<file path="src/rtl/lsu.sv">
// Load/store unit: RV32I B/H/W/BU/HU accesses on a word-wide memory, sub-word stores by read-modify-write; LSU_ERR_CHECK_EN enables request rejection.
// Latency accept->rsp_valid_o: load 2, SW 2, SB/SH 3, rejected request 1 cycle.
// Backpressure: one request in flight; req_ready_o only in IDLE, response held until rsp_ready_i.
`timescale 1ns/1ps
module lsu #(
    parameter int MEM_BYTES = 512
) (
    input  logic        clk,
    input  logic        rst,
    input  logic        req_valid_i,
    output logic        req_ready_o,
    input  logic        req_we_i,
    input  logic [2:0]  req_funct3_i,
    input  logic [31:0] req_addr_i,
    input  logic [31:0] req_wdata_i,
    output logic        rsp_valid_o,
    input  logic        rsp_ready_i,
    output logic [31:0] rsp_rdata_o,
    output logic        rsp_err_o,
    output logic        ctrl_mem_ren_o,
    output logic        ctrl_mem_wren_o,
    output logic [31:0] mem_addr_o,
    output logic [31:0] mem_wdata_o,
    input  logic [31:0] mem_rdata_i
);
    localparam logic [31:0] ADDR_MASK = 32'(MEM_BYTES - 1) & ~32'd3;

    typedef enum logic [1:0] {IDLE, READ, WRITE, RESP} state_t;
    typedef enum logic [1:0] {SZ_B, SZ_H, SZ_W} size_t;

    state_t      state, state_nxt;
    size_t       req_size, size_q;
    logic        req_uns, req_err, accept;
    logic [1:0]  req_off, off_q;
    logic        we_q, uns_q, err_q;
    logic [31:0] addr_q, wdata_q, word_q;
    logic [7:0]  lane_b;
    logic [15:0] lane_h;
    logic [31:0] load_val, merged;

    // Stores only know B/H/W; funct3 4/5 on a store falls through to a word access.
    always_comb begin
        req_size = SZ_W;
        req_uns  = 1'b0;
        case (req_funct3_i)
            3'd0: req_size = SZ_B;
            3'd1: req_size = SZ_H;
            3'd4: begin
                req_size = req_we_i ? SZ_W : SZ_B;
                req_uns  = !req_we_i;
            end
            3'd5: begin
                req_size = req_we_i ? SZ_W : SZ_H;
                req_uns  = !req_we_i;
            end
            default: req_size = SZ_W;
        endcase
    end

    always_comb begin
        case (req_size)
            SZ_B:    req_off = req_addr_i[1:0];
            SZ_H:    req_off = {req_addr_i[1], 1'b0};
            default: req_off = 2'b00;
        endcase
    end

`ifdef LSU_ERR_CHECK_EN
    always_comb begin
        req_err = 1'b0;
        case (req_funct3_i)
            3'd3, 3'd6, 3'd7: req_err = 1'b1;
            3'd4, 3'd5:       req_err = req_we_i;
            default:          req_err = 1'b0;
        endcase
        if (req_size == SZ_H && req_addr_i[0])
            req_err = 1'b1;
        if (req_size == SZ_W && req_addr_i[1:0] != 2'b00)
            req_err = 1'b1;
    end
`else
    assign req_err = 1'b0;
`endif

    assign accept = req_valid_i && req_ready_o;

    always_ff @(posedge clk or posedge rst) begin
        if (rst) begin
            state <= IDLE;
        end else begin
            state <= state_nxt;
        end
    end

    always_comb begin
        state_nxt = state;
        case (state)
            IDLE: begin
                if (req_valid_i) begin
                    if (req_err)
                        state_nxt = RESP;
                    else if (req_we_i && req_size == SZ_W)
                        state_nxt = WRITE;
                    else
                        state_nxt = READ;
                end
            end
            READ:    state_nxt = we_q ? WRITE : RESP;
            WRITE:   state_nxt = RESP;
            RESP:    if (rsp_ready_i) state_nxt = IDLE;
            default: state_nxt = IDLE;
        endcase
    end

    always_comb begin
        req_ready_o     = 1'b0;
        rsp_valid_o     = 1'b0;
        ctrl_mem_ren_o  = 1'b0;
        ctrl_mem_wren_o = 1'b0;
        case (state)
            IDLE:    req_ready_o     = !rst;
            READ:    ctrl_mem_ren_o  = 1'b1;
            WRITE:   ctrl_mem_wren_o = 1'b1;
            RESP:    rsp_valid_o     = 1'b1;
            default: req_ready_o     = 1'b0;
        endcase
    end

    always_ff @(posedge clk or posedge rst) begin
        if (rst) begin
            we_q    <= 1'b0;
            uns_q   <= 1'b0;
            err_q   <= 1'b0;
            size_q  <= SZ_B;
            off_q   <= 2'b00;
            addr_q  <= '0;
            wdata_q <= '0;
            word_q  <= '0;
        end else begin
            if (accept) begin
                we_q    <= req_we_i;
                uns_q   <= req_uns;
                err_q   <= req_err;
                size_q  <= req_size;
                off_q   <= req_off;
                addr_q  <= req_addr_i & ADDR_MASK;
                wdata_q <= req_wdata_i;
            end
            if (state == READ)
                word_q <= mem_rdata_i;
        end
    end

    always_comb begin
        case (off_q)
            2'd0:    lane_b = word_q[7:0];
            2'd1:    lane_b = word_q[15:8];
            2'd2:    lane_b = word_q[23:16];
            default: lane_b = word_q[31:24];
        endcase
        lane_h = off_q[1] ? word_q[31:16] : word_q[15:0];
        case (size_q)
            SZ_B:    load_val = uns_q ? {24'd0, lane_b} : {{24{lane_b[7]}}, lane_b};
            SZ_H:    load_val = uns_q ? {16'd0, lane_h} : {{16{lane_h[15]}}, lane_h};
            default: load_val = word_q;
        endcase
    end

    // Sub-word stores patch the word fetched in READ; word stores bypass it.
    always_comb begin
        merged = word_q;
        case (size_q)
            SZ_B: begin
                case (off_q)
                    2'd0:    merged[7:0]   = wdata_q[7:0];
                    2'd1:    merged[15:8]  = wdata_q[7:0];
                    2'd2:    merged[23:16] = wdata_q[7:0];
                    default: merged[31:24] = wdata_q[7:0];
                endcase
            end
            SZ_H: begin
                if (off_q[1])
                    merged[31:16] = wdata_q[15:0];
                else
                    merged[15:0]  = wdata_q[15:0];
            end
            default: merged = wdata_q;
        endcase
    end

    assign mem_addr_o  = addr_q;
    assign mem_wdata_o = merged;
    assign rsp_err_o   = rsp_valid_o & err_q;
    assign rsp_rdata_o = (rsp_valid_o && !we_q && !err_q) ? load_val : 32'd0;

endmodule

</file>
<file path="config.mk">
export PLATFORM = sky130hd
export DESIGN_NAME = lsu
export DESIGN_NICKNAME = d
export VERILOG_FILES = /design/src/rtl/lsu.sv
export SDC_FILE = /design/constraint.sdc
export NUM_CORES = 1
export LEC_CHECK = 0
export ABC_AREA = 1
export CELL_PAD_IN_SITES_DETAIL_PLACEMENT = 1
export CELL_PAD_IN_SITES_GLOBAL_PLACEMENT = 1
export CORE_ASPECT_RATIO = 0.8
export CORE_MARGIN = 5
export CORE_UTILIZATION = 32
export CTS_CLUSTER_SIZE = 8
export DETAILED_ROUTE_END_ITERATION = 7
export PLACE_DENSITY_LB_ADDON = 0.1
export SYNTH_ARGS = -nofsm -noshare
export SYNTH_HDL_FRONTEND = slang
export SYNTH_SLANG_ARGS = --single-unit
</file>
<file path="constraint.sdc">
create_clock -name clk -period 5.6 [get_ports clk]
set_clock_uncertainty 0.05 [all_clocks]
set_input_delay 1.12 -clock clk [delete_from_list [all_inputs] [get_ports clk]]
set_output_delay 1.12 -clock clk [all_outputs]
set_load 0.005 [all_outputs]
</file>
# Word level (Yosys, flattened, before mapping)
# Index checks and enable logic that the tools add are counted.
# word_totals
wordCells,62
output_inout_bits,101
ff_bits,79
in_bits,104
# op_classes
eq_ne,13
mux,27
n_reduce_logical,14
# op_table
operator,count
32-bit case mux with 2 select lines,2
32-bit 2-to-1 mux,3
16-bit 2-to-1 mux,3
8-bit 2-to-1 mux,4
8-bit case mux with 3 select lines,1
2-bit case mux with 4 select lines,2
2-bit 2-to-1 mux,5
2-bit by 1-bit equality test with 1-bit output (second input constant),4
2-bit equality test (second input constant),4
2-bit logical NOT,4
3-bit equality test (second input constant),2
1-bit 2-to-1 mux,6
2-bit != test (second input constant),2
2-bit case mux with 2 select lines,1
3-bit by 1-bit equality test with 1-bit output (second input constant),1
1-bit logical AND,3
1-bit logical NOT,3
3-bit logical NOT,1
3-bit OR reduction,1
2-bit AND reduction,1
2-bit OR reduction,1

# Longest topological paths before layout
# depth
word_depth,7
ltp_mapped,9
mapped_depth_nobuf,8

# Least setup slack after synthesis
# Ideal clock, no wire load.
# synth_path
path_kind,reg-to-output
startpoint,register state[1]
endpoint,output rsp_rdata_o[11]
stages_incl_launch_ff,7
path_slack_ps,3098
required_ps,4430
n_path_buf,1
arrival_time_ps,1332
path_cell_list,dfrtp_1 ha_1 inv_1 nor2_1 clkbuf_1 o21ai_0 a21oi_2
# synth_between
elab_chain_cells,4
# synth_rtl
item,line_no,text
"start, declared",31,"state_t state, state_nxt;"
"start signal, assigned",91,state <= state_nxt;
2-bit equality test,120,case (state)
1-bit 2-to-1 mux,120,
via rsp_valid_o,16,"output logic rsp_valid_o,"
1-bit logical AND,194,assign rsp_rdata_o = (rsp_valid_o && !we_q && !err_q) ? load_val : 32'd0;
32-bit 2-to-1 mux,194,
"end, declared",18,"output logic [31:0] rsp_rdata_o,"
# The timed path passes the listed nets, and every way through them passes these cells.

# Worst setup path in the final report
# layout_path
startpoint,register size_q[1]
endpoint,output mem_wdata_o[13]
# layout_between
elab_chain_cells,2
elab_cells_between_ends,3
cone_classes,1 x eq/ne; 1 x mux; 1 x reduce/logical
# layout_rtl
item,line_no,text
"start, declared",32,"size_t req_size, size_q;"
"start signal, assigned",144,size_q <= req_size;
2-bit by 1-bit equality test with 1-bit output or 2-bit logical NOT (tied branches),172,case (size_q)
32-bit case mux with 2 select lines *,172,
"end, declared",23,"output logic [31:0] mem_wdata_o,"
# Every way passes the cells marked *; elsewhere a longest branch is shown, timed or not.

==> flow_summary.yaml <==
route:
  detail_route.drc_violations: 0
  finalWirelength_um: 18400
  wl_per_cell_um: 18.5
  vias: 4957
  vias_per_cell: 5.01
  drtPass1Iterations: 5
  detail-route-antenna-nets: 0
  dr.first_iter.drc_count: 334
logic_synthesis:
  syn_area_per_cell_sq_um: 7.47
  synth_seq_area_share_pct: 40.3
  edff_count_synth: 0
  syn-cell-area_sq_um: 4900
  syn_inst: 657
  yosys_register_bits: 79
  synthesis.yosys.warnings: 0
  synth-async-reset-ratio_pct: 100
  synth-main-ff-cell: "dfrtp_1"
  yosys.cell_types.count: 34
timing:
  final_max_slew_viol_count: 0
  slew_headroom_pct: 28.4
  hold_violation_count_in_the_final_report: 0
  setup_violations: 0
  timing.setup.tns_ns: 0
  min_period_over_period_pct: 71.0
  final_period_minus_worst_setup_slack_ns: 3.97
  max_slew.worst_pin.slew_ns: 1.07
  setup_repair_after_global_routing_missed_its_margin: "no"
  maxClockFrequency_mhz: 252
finish:
  layout.area.seq_sq_um: 1980
  multi_input_comb_area_sq_um: 2420
  final.fill_count: 1825
  areaGrowthSynthToFinish_pct: 37.5
  layout-drive-gt1-share_pct: 8.99
  insertedDiodeCount: 0
  net_count_reported_at_finish: 906
  final_cell_area_sq_um: 6750
clock_tree:
  postCtsHoldBufs: 0
  cts_tree: "done"
  cts.repair_timing.setup_buffer_count: 0
  clkSinkCount: 79
  cts.root.buffer_cell: "clkbuf_16"
  cts.htree.levels: 3
  tritoncts.num_buffers: 9
  clock_insertion_delay_worst_skew_ns: 0.34
  clkSlewWorstSetupHoldPaths_ns: 0.06
  post_cts.resized_instances: 0
  clk_path_buf_depth: 2
setup_path:
  worstPathCellList: "inv_2, buf_4, nand3_2, nor2_2, nand2_1, o2111ai_1, clkdlybuf4s50_1"
  worstPathMaxFanout: 38
  critPathMaxStageDelay_ns: 0.58
  timing.critical_path.slowest_stage_cell: "clkdlybuf4s50_1"
  criticalPathCategory: "register to output port"
  timing.critical_path.arrival_ns: 2.80
  kind_of_start_point_of_the_critical_path: "register"
  cp-startpoint: "size_q[1]"
  rr_startpoint: "state[1]"
  critical_path_required_ns: 4.43
  cp-end-kind: "output port"
global_routing:
  globalRouteTotalUtil_pct: 20.4
  grt_remaining_overflow: 0
  maximum_number_of_pins_on_one_net_before_global_route_repair: 61
  global_route_wire_length_before_repair_um: 28800
  grt_pass1_vias: 5092
  antenna_found_initial: 0
power_and_ir_drop:
  power.share.switching_pct: 44.8
  ir_drop_mv: 0.261
  power_density_nw_per_um2: 583
  net-switching-power_w: 0.00176
  share_comb_of_total_power_pct: 55.4
  power.leakage_nw: 3.00
  clock_share_of_power_pct: 15.2
  p_int_w: 0.00217
  pwr-share-seq_pct: 29.4
min_path:
  hp-start: "mem_addr_o[4]"
  min_path_type: "register to register"
job:
  maxCapViolCount: 0
die:
  design.portCount: 205
  die-width_um: 148
  die_footprint_sq_um: 17900
  die_h_um: 121
  initial_utilization_pct: 32.7
  core_area_sq_um: 15000
  row_count: 40
place:
  gp_routability_congestion: 0.865
  dp_hpwl_um: 14100
  io_buffers: 155
  detailed_place.area_sq_um: 6450
run_status:
  outcome: "finished, final reports clean"
[area by class of cell]
class	count	area share [%]
inverter	54	3.06
clock buffer	12	3.80
sequential	79	29.3
multi-input combinational	491	35.9
timing repair buffer	162	23.8
clock inverter	3	0.631
tap	189	3.51
[cells by family (layout without fill, tap and decap cells)]
logic type                 count (synthesis)  count (layout)  synth area share [%]
muxes                                      6               6                  1.38
buffers and inverters                    112             231                  12.3
and+or+nand+nor                          278             278                  23.5
other                                      1              26                0.0765
AOI/OAI and AO/OA                        176             176                  21.1
adders and majority gates                  5               5                  1.28
DFF                                       79              79                  40.3
[state kept, by name, summed over array words and instances, names as in the netlist]
name        cells
we_q            1
uns_q           1
wdata_q        32
mem_addr_o      7
size_q          2
off_q           2
word_q         32
state           2
[per-layer routing]
| layer | vias up | track usage (%) | routed length, um |
|---|---|---|---|
| met5 | - | 0 | 0 |
| met4 | 0 | 4.67 | 228 |
| met3 | 19 | 4.38 | 1210 |
| met2 | 157 | 30.3 | 7940 |
| met1 | 2405 | 30.3 | 8970 |
| li1 | 2376 | - | - |
[worst max-delay path: cells and delay by family (launching register included)]
family | cells | cell delay (ns)
flip-flops | 1 | 0.51
AO/OA/AOI/OAI | 1 | 0.16
AND/OR/NAND/NOR | 3 | 0.71
buffers and inverters | 3 | 1.07
[synth_stat cells (2+ instances only)]
library cell	n	area [sq um]
buf_2	10	50.1
nand2_1	237	890
o211ai_1	12	90.1
o2111ai_1	2	17.5
nand2_2	3	18.8
nand3_2	2	20.0
o21ai_0	77	385
ha_1	5	62.6
nor2_2	3	18.8
inv_2	5	18.8
buf_4	26	195
o21ai_1	12	60.1
nand3_1	7	35.0
nor2_1	12	45.0
nand4_1	9	56.3
inv_1	47	176
a21oi_1	38	190
buf_6	7	78.8
clkbuf_1	14	52.6
a22oi_1	2	15.0
o22ai_1	9	56.3
a21oi_2	22	193
nor2_4	2	22.5
dfrtp_1	79	1980
mux2_2	6	67.6
[worst paths after layout]
path	endpoint	slack [ns]	cells past startpoint
min	mem_addr_o[4]	0.43	2
max	mem_wdata_o[13]	1.63	7
max in group asynchronous	wdata_q[18]	3.33	3
min reg2reg	mem_addr_o[4]	0.43	2
min in group asynchronous	uns_q	1.23	2
max reg2reg	wdata_q[5]	3.43	9
[cell usage in the layout (no fill, tap or decap), types with 9 or more instances in the layout]
cell,netlist,routed
a21oi_1,38,38
a21oi_2,22,22
clkbuf_16,0,9
clkdlybuf4s50_1,0,155
conb_1,1,26
dfrtp_1,79,79
inv_1,47,46
nand2_1,237,237
nand4_1,9,9
nor2_1,12,12
o211ai_1,12,12
o21ai_0,77,77
o21ai_1,12,12
o22ai_1,9,9
[power groups by stage]
stage / logic [W] / clock network (W) / registers [W]
3_3_place_gp: 0.00214 / 0 / 0.00114
6_report: 0.00218 / 0.000598 / 0.00116
2_1_floorplan: 0.00128 / 0 / 0.00101
4_1_cts: 0.00220 / 0.000614 / 0.00114
3_5_place_dp: 0.00218 / 0 / 0.00115
5_1_grt: 0.00242 / 0.000638 / 0.00118
[per-stage QoR]
| stage | hold slack (ns) | power [W] | utilization, % | instances | worst slack, ns |
|---|---|---|---|---|---|
| 2_1_floorplan | 0.399 | 0.00229 | - | 682 | 2.41 |
| 3_3_place_gp | 0.412 | 0.00327 | 42.9 | 975 | 2.07 |
| 3_5_place_dp | 0.417 | 0.00333 | 42.9 | 975 | 2.04 |
| 4_1_cts | 0.434 | 0.00396 | 44.9 | 990 | 1.65 |
| 5_1_grt | 0.463 | 0.00424 | 44.9 | 990 | 1.44 |
| 6_report | 0.433 | 0.00394 | 44.9 | 990 | 1.63 |
Note: power is estimated with default switching activity, not from simulation.
==> edit 1 (same flow settings) <==
Make the reset (`rst`) synchronous in 2 clocked blocks.
--- a/src/rtl/lsu.sv
+++ b/src/rtl/lsu.sv
@@ -84,7 +84,7 @@
 
     assign accept = req_valid_i && req_ready_o;
 
-    always_ff @(posedge clk or posedge rst) begin
+    always_ff @(posedge clk) begin
         if (rst) begin
             state <= IDLE;
         end else begin
@@ -126,7 +126,7 @@
         endcase
     end
 
-    always_ff @(posedge clk or posedge rst) begin
+    always_ff @(posedge clk) begin
         if (rst) begin
             we_q    <= 1'b0;
             uns_q   <= 1'b0;
Behaviour: differs if rst is asserted again (counterexample within 4 cycles, from zero or initial values and one cycle with rst high); with rst held inactive, the same outputs for 4 cycles.
==> edit 1 against the unedited design <==
  * Count of clock-buffer cells in the layout decreased by 2
  * Worst setup slack got worse by 0.099 ns
  * First-iteration DRC count increased by 6.9%
  * Die area decreased by 3.1%
  * Synthesized area decreased by 3.3%
  * Combinational power decreased by 46%
  * Sequential cell count unchanged
  * Wire length increased by 5.2%
  * Total power decreased by 31%
  * Via count increased by 7.3%
  * Maximum frequency decreased by 2.4%
  * Final area decreased by 2.5%
  * Synthesized cell count increased by 8.2%
  * Highest routed layer unchanged
==> edit 1: results (changes against the unedited design) <==
Run status
  – Status: finished clean (unchanged)

CTS
  – Resized cells post-CTS: 0 (unchanged)
  – Worst-Skew Late Latency: 0.34 ns (about the same)
  – Clock-pin slew on the worst setup and hold paths: 0.06 ns (about the same)
  – CTS buffer count: 9 (unchanged)
  – H-tree depth: 3 (unchanged)
  – Clock Tree Root: clkbuf_16 (unchanged)
  – Postcts setup bufs: 0 (unchanged)
  – CTS Buffer Depth: 2 (unchanged)

Worst setup path
  – Top delay family on crit path: buffers and inverters (unchanged)
  – Slowest stage cell, crit path: dfxtp_1 (was clkdlybuf4s50_1)
  – Worst-path fanout max: 20 (was 38)
  – Critical path's largest stage delay: 0.77 ns (was 0.58 ns)
  – Worst r2r src: state[1] (unchanged)
  – Critical path origin: off_q[1] (was size_q[1])

Power and ir drop
  – Leak: 0.00251 uW (was 0.00300 uW)
  – Int Pwr: 1640 uW (was 2170 uW)
  – Peak supply drop: 0.148 mV (was 0.261 mV)

Layout
  – # diodes: 0 (unchanged)
  – Final #Nets: 946 (was 906)
  – Layout cells sized above 1: 0.0690 (was 0.0899)
  – Fillers: 1,840 (was 1,825)
  – Finished Layout Cells: 1,025 (was 990)

Synth
  – Synth area leaders: dfxtp_1 33%, o21ai_0 12%, nand2_1 11% (was dfrtp_1 40%, nand2_1 18%, o21ai_0 7.9%)
  – Commonest cells post-synth: 134 x nand2_1, 112 x o21ai_0, 92 x a21oi_1, 79 x dfxtp_1, 59 x inv_1 (was 237 x nand2_1, 79 x dfrtp_1, 77 x o21ai_0, 47 x inv_1, 38 x a21oi_1)
  – Sequential fraction of the synthesis area: 0.334 (was 0.403)
  – Syn_area_per_cell: 6.67 um^2 (was 7.47 um^2)
  – YS warnings: 0 (unchanged)
  – Cell variety after synth: 31 (was 34)
  – Async SR Flop Fraction: 0 (was 1.00)

GRT
  – Largest net degree at the start of global routing: 66 (was 61)
  – Met2 usage in global routing: 0.332 (was 0.303)
  – Routing usage on met1: 0.302 (was 0.303)
  – Met3 GRT Util: 0.0607 (was 0.0438)
  – First-pass GRT wire length: 30.1 mm (was 28.8 mm)
  – Number of global-route vias before repair: 5,355 (was 5,092)
  – Antenna violations before repair: 0 (unchanged)
  – Total GRT Usage: 0.215 (was 0.204)
  – Busiest layer in global routing: met2 (unchanged)

Place
  – Hpwl dp: 14.7 mm (was 14.1 mm)
  – GP Congestion: 0.860 (was 0.865)
  – I/O Buffers: 155 (unchanged)
  – DP Worst Slack: 1.95 ns (was 2.04 ns)

Drt
  – Drt first-iter violations: 357 (was 334)
  – Met2 WL: 8.44 mm (was 7.94 mm)
  – First-pass DRT Iterations: 4 (was 5)
  – Uppermost layer routed: met4 (unchanged)
  – Wirelength per Cell: 18.8 um (was 18.5 um)
  – Vias per cell: 5.19 (was 5.01)
  – Met1 WL: 9.30 mm (was 8.97 mm)
  – Routed wl met3: 1.44 mm (was 1.21 mm)

Hold path
  – HP Class: flop to flop (unchanged)
  – Worst hold start: wdata_q[18] (was mem_addr_o[4])

STA
  – Slew headroom: 0.443 (was 0.284)
## edit 1: cell families (layout without fill, tap and decap cells)
logic type / Yosys count / count (layout) / share of synthesized area
AND/OR/NAND/NOR: 238 / 238 / 0.214
adder cells (fa/ha/maj): 5 / 5 / 0.0132
flip-flops: 79 / 79 / 0.334
other: 1 / 26 / 0.000791
AO/OA/AOI/OAI: 250 / 250 / 0.293
buffers and inverters: 138 / 243 / 0.145
## edit 1: path summary, 6_finish.rpt
| kind | slack [ns] | to | cells past startpoint |
|---|---|---|---|
| max | 1.53 | mem_wdata_o[12] | 7 |
| min | 0.40 | wdata_q[18] | 2 |
| max reg2reg | 3.47 | word_q[7] | 6 |
| min reg2reg | 0.40 | wdata_q[18] | 2 |
## edit 1: per-stage QoR
stage | hold WS [ns] | instance area, um^2
2_1_floorplan | 0.380 | 4830
3_3_place_gp | 0.399 | 6230
3_5_place_dp | 0.402 | 6230
4_1_cts | 0.411 | 6580
5_1_grt | 0.444 | 6580
6_report | 0.405 | 6580
## edit 1: power by group through the flow
| stage | Sequential (uW) | Combinational [uW] | Clock (uW) |
|---|---|---|---|
| 6_report | 856 | 1170 | 686 |
| 5_1_grt | 874 | 1290 | 724 |
| 4_1_cts | 853 | 1180 | 696 |
| 3_5_place_dp | 865 | 1170 | 0 |
| 3_3_place_gp | 857 | 1140 | 0 |
| 2_1_floorplan | 804 | 673 | 0 |
## edit 1: cell type report
type | count | share of cell area
repair buffers | 162 | 0.244
flip-flops and latches | 79 | 0.240
inverters | 66 | 0.0377
clock inverters | 5 | 0.0162
clock buffers | 10 | 0.0363
multi-input cells | 519 | 0.390
well taps | 184 | 0.0350
==> edit 2 (same settings) <==
Made on the original files. The option `LSU_ERR_CHECK_EN` is turned on by a define.
--- a/src/rtl/lsu.sv
+++ b/src/rtl/lsu.sv
@@ -2,6 +2,8 @@
 // Latency accept->rsp_valid_o: load 2, SW 2, SB/SH 3, rejected request 1 cycle.
 // Backpressure: one request in flight; req_ready_o only in IDLE, response held until rsp_ready_i.
 `timescale 1ns/1ps
+`define LSU_ERR_CHECK_EN
+
 module lsu #(
     parameter int MEM_BYTES = 512
 ) (
Function: changed (a bounded check fails within 4 cycles, from zero or initial values and one cycle with rst high).
==> edit 2 against the unedited design <==
  * Global-route usage down 0.28 points
  * Synthesized area down 1.8%
  * Sequential share of layout area up 0.75 points
  * Final area down 1.3%
  * Worst setup slack worse by 0.27 ns
  * Non-clock buffer count down 2
  * Total power down 2.4%
  * Synthesized cell count down 2.0%
  * Largest power group unchanged
  * Count of clock-buffer cells in the layout unchanged
  * Sequential cell count up 1
  * Highest routed layer unchanged
  * Sequential power down 5%
  * Critical path depth up 2
  * Wire length down 3.5%
==> edit 2: results (changes against the unedited design) <==
Run status
  – Status: finished clean (unchanged)

Synth
  – Syn_area_per_cell: 7.48 um^2 (was 7.47 um^2)
  – Synth area leaders: dfrtp_1 42%, nand2_1 14%, o21ai_0 9.1% (was dfrtp_1 40%, nand2_1 18%, o21ai_0 7.9%)
  – Commonest cells post-synth: 185 x nand2_1, 88 x o21ai_0, 80 x dfrtp_1, 69 x inv_1, 42 x nor2_1 (was 237 x nand2_1, 79 x dfrtp_1, 77 x o21ai_0, 47 x inv_1, 38 x a21oi_1)
  – Sequential fraction of the synthesis area: 0.416 (was 0.403)
  – YS warnings: 0 (unchanged)
  – Cell variety after synth: 33 (was 34)

Drt
  – Drt first-iter violations: 313 (was 334)
  – First-pass DRT Iterations: 4 (was 5)
  – Final wirelength: 17.7 mm (was 18.4 mm)
  – Vias per cell: 4.93 (was 5.01)

GRT
  – First-pass GRT wire length: 28.3 mm (was 28.8 mm)
  – Total GRT Usage: 0.201 (was 0.204)
  – Largest net degree at the start of global routing: 67 (was 61)
  – Number of global-route vias before repair: 5,129 (was 5,092)

Place
  – GP Congestion: 0.909 (was 0.865)
  – Hpwl dp: 13.8 mm (was 14.1 mm)
  – DP Area: 6370 um^2 (was 6450 um^2)
  – Placed cells: 961 (was 975)
  – I/O Buffers: 156 (was 155)
  – DP Worst Slack: 1.67 ns (was 2.04 ns)

Layout
  – Final #Nets: 892 (was 906)
  – Layout cells sized above 1: 0.0635 (was 0.0899)
  – # diodes: 0 (unchanged)
  – Finished Layout Cells: 977 (was 990)

Worst setup path
  – Slowest stage cell, crit path: clkdlybuf4s50_1 (unchanged)
  – Top delay family on crit path: simple AND/OR/NAND/NOR gates (was buffers and inverters)
  – Worst-path fanout max: 41 (was 38)
  – Critical path's largest stage delay: 0.53 ns (was 0.58 ns)
  – Arr. time, crit path: 3.07 ns (was 2.80 ns)

CTS
  – CTS Buffer Depth: 2 (unchanged)
  – Clock-pin slew on the worst setup and hold paths: 0.06 ns (about the same)
  – Postcts setup bufs: 0 (unchanged)
  – CTS buffer count: 9 (unchanged)

STA
  – Worst-Margin Slew: 1.13 ns (was 1.07 ns)

Hold path
  – HP Class: flop to flop (unchanged)

Power and ir drop
  – Peak supply drop: 0.190 mV (was 0.261 mV)
  – Leak: 0.00296 uW (was 0.00300 uW)
==> edit 2: cell count changes in the layout (fill, tap and decap cells not counted), sizes merged, moves of 2 or more <==
cell / unedited run / this run
nand2: 241 / 190
nor2: 18 / 55
a21oi: 60 / 38
inv: 52 / 73
o221ai: 0 / 18
o211ai: 13 / 1
nand4: 9 / 1
nand3: 10 / 17
mux2: 6 / 0
a31oi: 0 / 4
buf: 7 / 4
a22oi: 2 / 0
o22ai: 9 / 11
==> edit 2: power by group <==
part	internal (uW)	total (uW)	switching [uW]
sequential	859	1100	238
clock	337	573	237
combinational	930	2170	1240
total	2130	3840	1710
==> edit 2: final timing paths <==
check                               from  cells past startpoint         endpoint  slack [ns]
setup / recovery               size_q[1]                      9  rsp_rdata_o[31]        1.36
hold / removal             mem_addr_o[8]                      2    mem_addr_o[8]        0.43
setup reg to reg                state[1]                     10       wdata_q[7]        3.39
hold reg to reg            mem_addr_o[8]                      2    mem_addr_o[8]        0.43
max in group asynchronous            rst                      3       wdata_q[6]        3.32
min in group asynchronous            rst                      2            err_q        1.15
==> edit 2: metal layers <==
metal,track usage,vias to the layer above,wire length (um),part of all wire
li1,-,2312,-,-
met1,0.281,2320,8460,0.48
met2,0.305,167,7640,0.43
met3,0.0604,21,1300,0.073
met4,0.0524,0,310,0.018
met5,0,-,0,0
==> edit 2: final cells by class <==
class / instances / area (um^2)
Fill cell: 1836 / 8250
Inverter: 74 / 283
Tap cell: 189 / 236
Sequential cell: 80 / 2000
Timing Repair Buffer: 160 / 1590
Clock inverter: 4 / 26.3
Multi-Input combinational cell: 458 / 2250
Clock buffer: 12 / 267
==> edit 2: logic make-up after synthesis <==
family | share of synthesized area
buf+inv | 0.135
fa+ha+maj | 0.0130
simple gates | 0.243
other cells | 0.000779
compound gates | 0.192
flops | 0.416
